$ cat src/rtl/if_id_fetch_queue_pkg.sv
// Shared constants and entry layout for the IF->ID fetch queue.
// An entry is {Instr, PC+4, PC+8}, 96 bits, instruction in the top word.
package if_id_fetch_queue_pkg;

    localparam int DEPTH_DEF = 4;
    localparam int AW_DEF    = 2;

    localparam int FIELD_W   = 32;
    localparam int ENTRY_W   = 96;

    localparam int INSTR_LSB = 64;
    localparam int PC4_LSB   = 32;
    localparam int PC8_LSB   = 0;

    typedef struct packed {
        logic [FIELD_W-1:0] instr;
        logic [FIELD_W-1:0] pc4;
        logic [FIELD_W-1:0] pc8;
    } fetch_entry_t;

    function automatic logic [ENTRY_W-1:0] pack_entry(
        input logic [FIELD_W-1:0] instr,
        input logic [FIELD_W-1:0] pc4,
        input logic [FIELD_W-1:0] pc8
    );
        logic [ENTRY_W-1:0] e;
        e = '0;
        e[INSTR_LSB +: FIELD_W] = instr;
        e[PC4_LSB   +: FIELD_W] = pc4;
        e[PC8_LSB   +: FIELD_W] = pc8;
        return e;
    endfunction

endpackage

$ cat src/rtl/if_id_fetch_queue_fifo_storage_96.sv
// DEPTH x 96 register array: one synchronous write port, one asynchronous
// read port, all entries cleared by the asynchronous active-low reset.
module fifo_storage_96
    import if_id_fetch_queue_pkg::*;
#(
    parameter int DEPTH = DEPTH_DEF,
    parameter int AW    = AW_DEF
) (
    input  logic               clk,
    input  logic               i_rst_n,
    input  logic               i_we,
    input  logic [AW-1:0]      i_waddr,
    input  logic [ENTRY_W-1:0] i_wdata,
    input  logic [AW-1:0]      i_raddr,
    output logic [ENTRY_W-1:0] o_rdata
);

    logic [ENTRY_W-1:0] r_mem [DEPTH];

    always_ff @(posedge clk or negedge i_rst_n) begin
        if (!i_rst_n) begin
            for (int i = 0; i < DEPTH; i++) begin
                r_mem[i] <= '0;
            end
        end else if (i_we) begin
            r_mem[i_waddr] <= i_wdata;
        end
    end

    assign o_rdata = r_mem[i_raddr];

endmodule

$ cat src/rtl/if_id_fetch_queue.sv
// IF->ID fetch queue: captures each fetched {Instr, PC+4, PC+8} triple,
// backpressures IF through if_en and hands the oldest entry to ID.
module if_id_fetch_queue
    import if_id_fetch_queue_pkg::*;
#(
    parameter int DEPTH = DEPTH_DEF,
    parameter int AW    = AW_DEF
) (
    input  logic              clk,
    input  logic              reset,
    input  logic [31:0]       Instr_F,
    input  logic [31:0]       PC4_F,
    input  logic [31:0]       PC8_F,
    input  logic              flush,
    output logic              if_en,
    input  logic              id_ready,
    output logic              valid_D,
    output logic [31:0]       Instr_D,
    output logic [31:0]       PC4_D,
    output logic [31:0]       PC8_D,
    output logic [AW:0]       count
);

    localparam logic [AW:0] FULL_CNT = (AW + 1)'(DEPTH);

    logic [AW-1:0]      r_wr_ptr;
    logic [AW-1:0]      r_rd_ptr;
    logic [AW:0]        r_count;

    logic               w_full;
    logic               w_push;
    logic               w_pop;
    logic [ENTRY_W-1:0] w_wdata;
    logic [ENTRY_W-1:0] w_rdata;
    fetch_entry_t       w_head;

    // Handshakes: IF side transfers on every edge where if_en=1 and flush=0;
    // ID side transfers on every edge where valid_D=1, id_ready=1, flush=0.
    // if_en is built only from the registered count and flush, so there is
    // no combinational path from id_ready back to IF.
    assign w_full  = (r_count == FULL_CNT);
    assign if_en   = ~w_full | flush;
    assign valid_D = (r_count != '0);
    assign w_push  = if_en & ~flush;
    assign w_pop   = valid_D & id_ready & ~flush;
    assign count   = r_count;

    assign w_wdata = pack_entry(Instr_F, PC4_F, PC8_F);

    fifo_storage_96 #(
        .DEPTH (DEPTH),
        .AW    (AW)
    ) u_storage (
        .clk     (clk),
        .i_rst_n (reset),
        .i_we    (w_push),
        .i_waddr (r_wr_ptr),
        .i_wdata (w_wdata),
        .i_raddr (r_rd_ptr),
        .o_rdata (w_rdata)
    );

    assign w_head  = fetch_entry_t'(w_rdata);
    assign Instr_D = w_head.instr;
    assign PC4_D   = w_head.pc4;
    assign PC8_D   = w_head.pc8;

    // A redirect drops every queued wrong-path entry and realigns both pointers.
    always_ff @(posedge clk or negedge reset) begin
        if (!reset) begin
            r_wr_ptr <= '0;
            r_rd_ptr <= '0;
            r_count  <= '0;
        end else if (flush) begin
            r_wr_ptr <= '0;
            r_rd_ptr <= '0;
            r_count  <= '0;
        end else begin
            if (w_push) begin
                r_wr_ptr <= r_wr_ptr + AW'(1);
            end
            if (w_pop) begin
                r_rd_ptr <= r_rd_ptr + AW'(1);
            end
            case ({w_push, w_pop})
                2'b10:   r_count <= r_count + (AW + 1)'(1);
                2'b01:   r_count <= r_count - (AW + 1)'(1);
                default: r_count <= r_count;
            endcase
        end
    end

endmodule

$ cat config.mk
export PLATFORM = sky130hd
export DESIGN_NAME = if_id_fetch_queue
export DESIGN_NICKNAME = d
export VERILOG_FILES = /design/src/rtl/if_id_fetch_queue_pkg.sv /design/src/rtl/if_id_fetch_queue_fifo_storage_96.sv /design/src/rtl/if_id_fetch_queue.sv
export SDC_FILE = /design/constraint.sdc
export NUM_CORES = 1
export LEC_CHECK = 0
export BUFFER_PORTS_ARGS = -buffer_cell sky130_fd_sc_hd__buf_2
export CORE_MARGIN = 3
export CORE_UTILIZATION = 50
export CTS_CLUSTER_DIAMETER = 80
export DETAILED_ROUTE_END_ITERATION = 6
export PLACE_DENSITY_LB_ADDON = 0.15
export SYNTH_ARGS = -nofsm -noshare
export SYNTH_HDL_FRONTEND = slang
export SYNTH_SLANG_ARGS = --single-unit
$ cat constraint.sdc
create_clock -name clk -period 5.37 [get_ports clk]
set_clock_uncertainty 0.2 [all_clocks]
set_input_delay 0.8055 -clock clk [delete_from_list [all_inputs] [get_ports clk]]
set_output_delay 0.8055 -clock clk [all_outputs]
set_load 0.02 [all_outputs]
; After elaboration in Yosys (flattened, before gate mapping)
; Index checks and enable logic that the tools add are counted.
[classes]
add_sub_neg = 4
n_reduce_logical = 5
order_cmp = 3
bitwise = 8
mux = 12
n_eq_ne = 3
[op_table]
columns = cell, count
row1 = 384-bit bitwise mux, 1
row2 = 96-bit two-way mux, 3
row3 = 96-bit binary-select mux with 2-bit select, 1
row4 = 96-bit demux with 2-bit select, 1
row5 = 2-bit two-way mux, 4
row6 = "3-bit >= comparator, second input constant", 2
row7 = 2-bit inverter with 3-bit output, 2
row8 = 3-bit case mux with 2 select lines, 1
row9 = 3-bit nonzero test, 2
row10 = "2-bit by 1-bit adder with 2-bit output, second input constant", 2
row11 = 2-bit nonzero test, 2
row12 = "3-bit by 1-bit adder with 3-bit output, second input constant", 1
row13 = 1-bit AND, 3
row14 = "3-bit equality test, second input constant", 1
row15 = "3-bit by 1-bit less-than comparator with 1-bit output, second input constant", 1
row16 = 3-bit two-way mux, 1
row17 = "3-bit by 1-bit subtractor with 3-bit output, second input constant", 1
row18 = "2-bit by 1-bit equality test with 1-bit output, second input constant", 1
row19 = "2-bit equality test, second input constant", 1
row20 = 1-bit inverter, 2
row21 = 1-bit logical AND, 1
row22 = 1-bit bitwise OR, 1
[totals]
ff_bits = 391
out_inout_bits = 101
in_bits = 100
elab_cells = 42

; Logic depth before layout (Yosys ltp)
[logic_depth]
ltp_word = 7
depth_mapped = 8

; Modules after synthesis
; From an unflattened synthesis, not the netlist that was laid out.
[hier_totals]
cells_unflattened = 972
hier_area_um2 = 16852.4
[modules_own_cells]
columns = module, cells_per_inst, area_per_inst_um2, instances
row1 = fifo_storage_96, 930, 16448.3, 1
row2 = if_id_fetch_queue, 42, 404.1, 1

; Worst setup path before layout
; Ideal clock, no wire load.
[synth_path]
path_kind = reg-to-output
start = register r_rd_ptr[0]
end = output port Instr_D[0]
stages_incl_launch_ff = 5
arrival_ns = 1.644
required_time_ns = 4.365
n_path_buf = 3
setup_slack_ns = 2.721
cell_sequence = dfrtp_1 > buf_2 > buf_2 > buf_2 > mux4_2
[synth_via]
elab_chain_len = 4
[synth_lines]
columns = item, line_no
row1 = from (decl), if_id_fetch_queue.sv:27  ; logic [AW-1:0] r_rd_ptr;
row2 = from (signal assigned), if_id_fetch_queue.sv:83  ; r_rd_ptr <= r_rd_ptr + AW'(1);
row3 = 2-bit inverter with 3-bit output (not written as such), if_id_fetch_queue_fifo_storage_96.sv:30  ; assign o_rdata = r_mem[i_raddr];
row4 = 96-bit binary-select mux with 2-bit select, if_id_fetch_queue_fifo_storage_96.sv:30
row5 = 96-bit two-way mux (not written as such) (2 in series), if_id_fetch_queue_fifo_storage_96.sv:30
row6 = to (decl), if_id_fetch_queue.sv:18  ; output logic [31:0] Instr_D,
; No other way between the ends. The select of a mux whose other input is x is not followed.

; Worst setup path after layout
[layout_path]
start = register r_rd_ptr[1]
end = output port PC8_D[10]
[layout_via]
elab_chain_len = 4
[layout_lines]
columns = item, line_no
row1 = 2-bit inverter with 3-bit output (not written as such), if_id_fetch_queue_fifo_storage_96.sv:30
row2 = 96-bit binary-select mux with 2-bit select, if_id_fetch_queue_fifo_storage_96.sv:30
row3 = 96-bit two-way mux (not written as such) (2 in series), if_id_fetch_queue_fifo_storage_96.sv:30
row4 = to (decl), if_id_fetch_queue.sv:20  ; output logic [31:0] PC8_D,
; No other way between the ends. The select of a mux whose other input is x is not followed.

==> flow_summary.yaml <==
grt:
  grt_max_degree: 128
  grt_antenna_before_repair: 6
  overflow: 0
  grt_pass1_wl_mm: 55.7
  busiest_layer: "met2"
  met1_usage: 0.271
  first_global_vias: 9937
  track_usage: 0.194
  grt_use_met3: 0.0491
  use_met2: 0.313
layout:
  syn_to_final_growth_pct: 16.5
  final_common_cell: "dfrtp_1"
  final_cell_mix: "dfrtp_1 (389), mux2_2 (384), buf_2 (199)"
  fillers: 2584
  stdcell_area_um2: 19800
  seqCellArea_um2: 9790
  drive_above_1_share: 0.640
  multi_input_area_um2: 6820
  nNetsFinal: 1280
critical_path:
  worst_ep_arrival_time_ps: 2650
  crit_path_start_kind: "flop"
  r2r_cells: 4
  end_kind: "output port"
  r2r_slack_ps: 2570
  critPathMaxFanout: 61
  cp_data_required_time_ps: 4360
  timing.rr.start: "count[1]"
  crit_type: "reg2out"
  reg2reg_to: "u_storage.r_mem[276]"
synthesis:
  synth_edf_count: 0
  yosys_register_bits: 391
  synth_area_um2: 17000
  syn_inst: 979
  yosysUniqueCellTypes: 29
  yosysSeqAreaShare: 0.574
  avgSynthCellArea_um2: 17.4
  synthFlopType: "dfrtp_1"
  synth_warnings: 0
  synthArstFlopShare: 1.00
  syn_nets: 1084
floorplan:
  die_h_um: 191
  die_w_um: 191
  core-area_um2: 33000
  die-area_um2: 36300
  initial_core_util: 0.516
  io_pins: 201
  rows: 66
power:
  intPower_mw: 7.94
  finalPower_mw: 11.1
  pwr-share-seq: 0.440
  powerDensity_nw_per_um2: 559
  combPwrFrac: 0.292
  ir_drop_uv: 323
  p_sw_frac: 0.284
  leakage_nw: 8.37
  clkPwrFrac: 0.269
  netSwitchingPower_mw: 3.15
drt:
  post_drt_via_cell_ratio: 5.61
  drtIter0Drc: 338
  vias: 9266
  drtPass1Iterations: 4
  wl_mm: 34.6
  drc: 0
  wl_per_cell_um: 21.0
  ant_nets: 0
min_path:
  hold_path_class: "in2async"
clock_network:
  htree_levels: 2
  hold_buffers: 0
  cts_made_buffers: 43
  clock-sinks: 391
  clock-root-buffer: "clkbuf_16"
  clkTransAtPathRegs_ps: 60
  cts_tree: "yes"
  clk_latency_ps: 510
  cts_resized: 0
  clockBufferDepth: 3
  post_cts_buffers: 0
timing:
  period_share: 0.680
  slew_violations: 0
  hold_viol: 0
  setup_viol: 0
  rsz0062_at_grt: "false"
  slew_headroom: 0.331
  layout_min_cycle_time_ps: 3650
  timing.final.ws_setup_ps: 1720
  hold_slack_ps: 204
  fmax_mhz: 274
  tightest_slew_ps: 1000
  setup_tns_ps: 0
flow_run:
  max_cap_violations: 0
placed_design:
  io_buffers: 200
  place.gp.congestion: 0.712
  placed_cell_area_um2: 18400
  dp_slack_ps: 2150
  dp_hpwl_mm: 20.6
run_status:
  outcome: "finished, final reports clean"
==> cells in the mapped netlist (2+ instances only) <==
cell | number | area share
dfrtp_1 | 391 | 0.57
mux2_2 | 384 | 0.25
mux4_2 | 96 | 0.13
buf_2 | 32 | 0.0094
buf_6 | 20 | 0.013
clkbuf_1 | 9 | 0.0020
nor2_1 | 6 | 0.0013
buf_1 | 5 | 0.0011
inv_1 | 5 | 0.0011
a21oi_1 | 4 | 0.0012
ha_1 | 4 | 0.0029
nor3b_2 | 4 | 0.0029
a31oi_1 | 2 | 0.00073
xor2_1 | 2 | 0.0010
==> layer usage <==
layer / vias up / part of all wire / routed length, µm
met5: - / 0.0016 / 56
met4: 8 / 0.016 / 556
met3: 56 / 0.055 / 1920
met2: 160 / 0.48 / 16600
met1: 4968 / 0.45 / 15500
li1: 4074 / - / -
==> how the worst max path moves through the flow <==
stage	from	endpoint	slack [ps]	cells after the start
global route	r_rd_ptr[0]	PC8_D[15]	1510	3
detailed placement	r_rd_ptr[0]	PC8_D[15]	2150	3
CTS	r_rd_ptr[0]	PC8_D[15]	1580	3
finish	r_rd_ptr[1]	PC8_D[10]	1720	3
global placement	r_rd_ptr[0]	PC8_D[15]	2150	3
floorplan	r_rd_ptr[0]	Instr_D[0]	2720	4
==> registers in the layout, indices dropped and copies added, names as in the netlist <==
name and cells:
count 3, r_rd_ptr 2, r_wr_ptr 2, u_storage.r_mem 384
==> per-stage QoR <==
stage,utilization,instances
2_1_floorplan,-,979
3_3_place_gp,0.556,1572
3_5_place_dp,0.556,1572
4_1_cts,0.600,1649
5_1_grt,0.600,1651
6_report,0.600,1651
==> worst max-delay path: stages, from the launching register on <==
cell     delay [ps]
dfrtp_4        1090
buf_4           460
mux4_2          370
buf_2           180
==> power groups by stage <==
| stage | clock network, mW | registers, mW | logic (mW) |
|---|---|---|---|
| detailed placement | 0 | 4.93 | 3.29 |
| CTS | 3.06 | 4.89 | 3.30 |
| floorplan | 0 | 4.67 | 2.59 |
| global route | 3.19 | 5.04 | 3.49 |
| finish | 2.98 | 4.88 | 3.24 |
| global placement | 0 | 4.89 | 3.22 |
==> cell type report <==
class / instances / area share
sequential: 391 / 0.494
multi-input combinational: 517 / 0.344
clock buffer: 68 / 0.0677
timing repair buffer: 217 / 0.0599
tap: 442 / 0.0279
clock inverter: 9 / 0.00606
inverter: 5 / 0.000946
antenna: 2 / 0.000252
==> cells by family after synthesis <==
family	after synthesis	share of synthesized area
flops	391	0.574
simple gates	18	0.00786
xor+xnor	3	0.00154
compound gates	10	0.00375
fa+ha+maj	5	0.00411
mux	481	0.381
buf+inv	71	0.0268
Power figures use the tool's default switching activity.
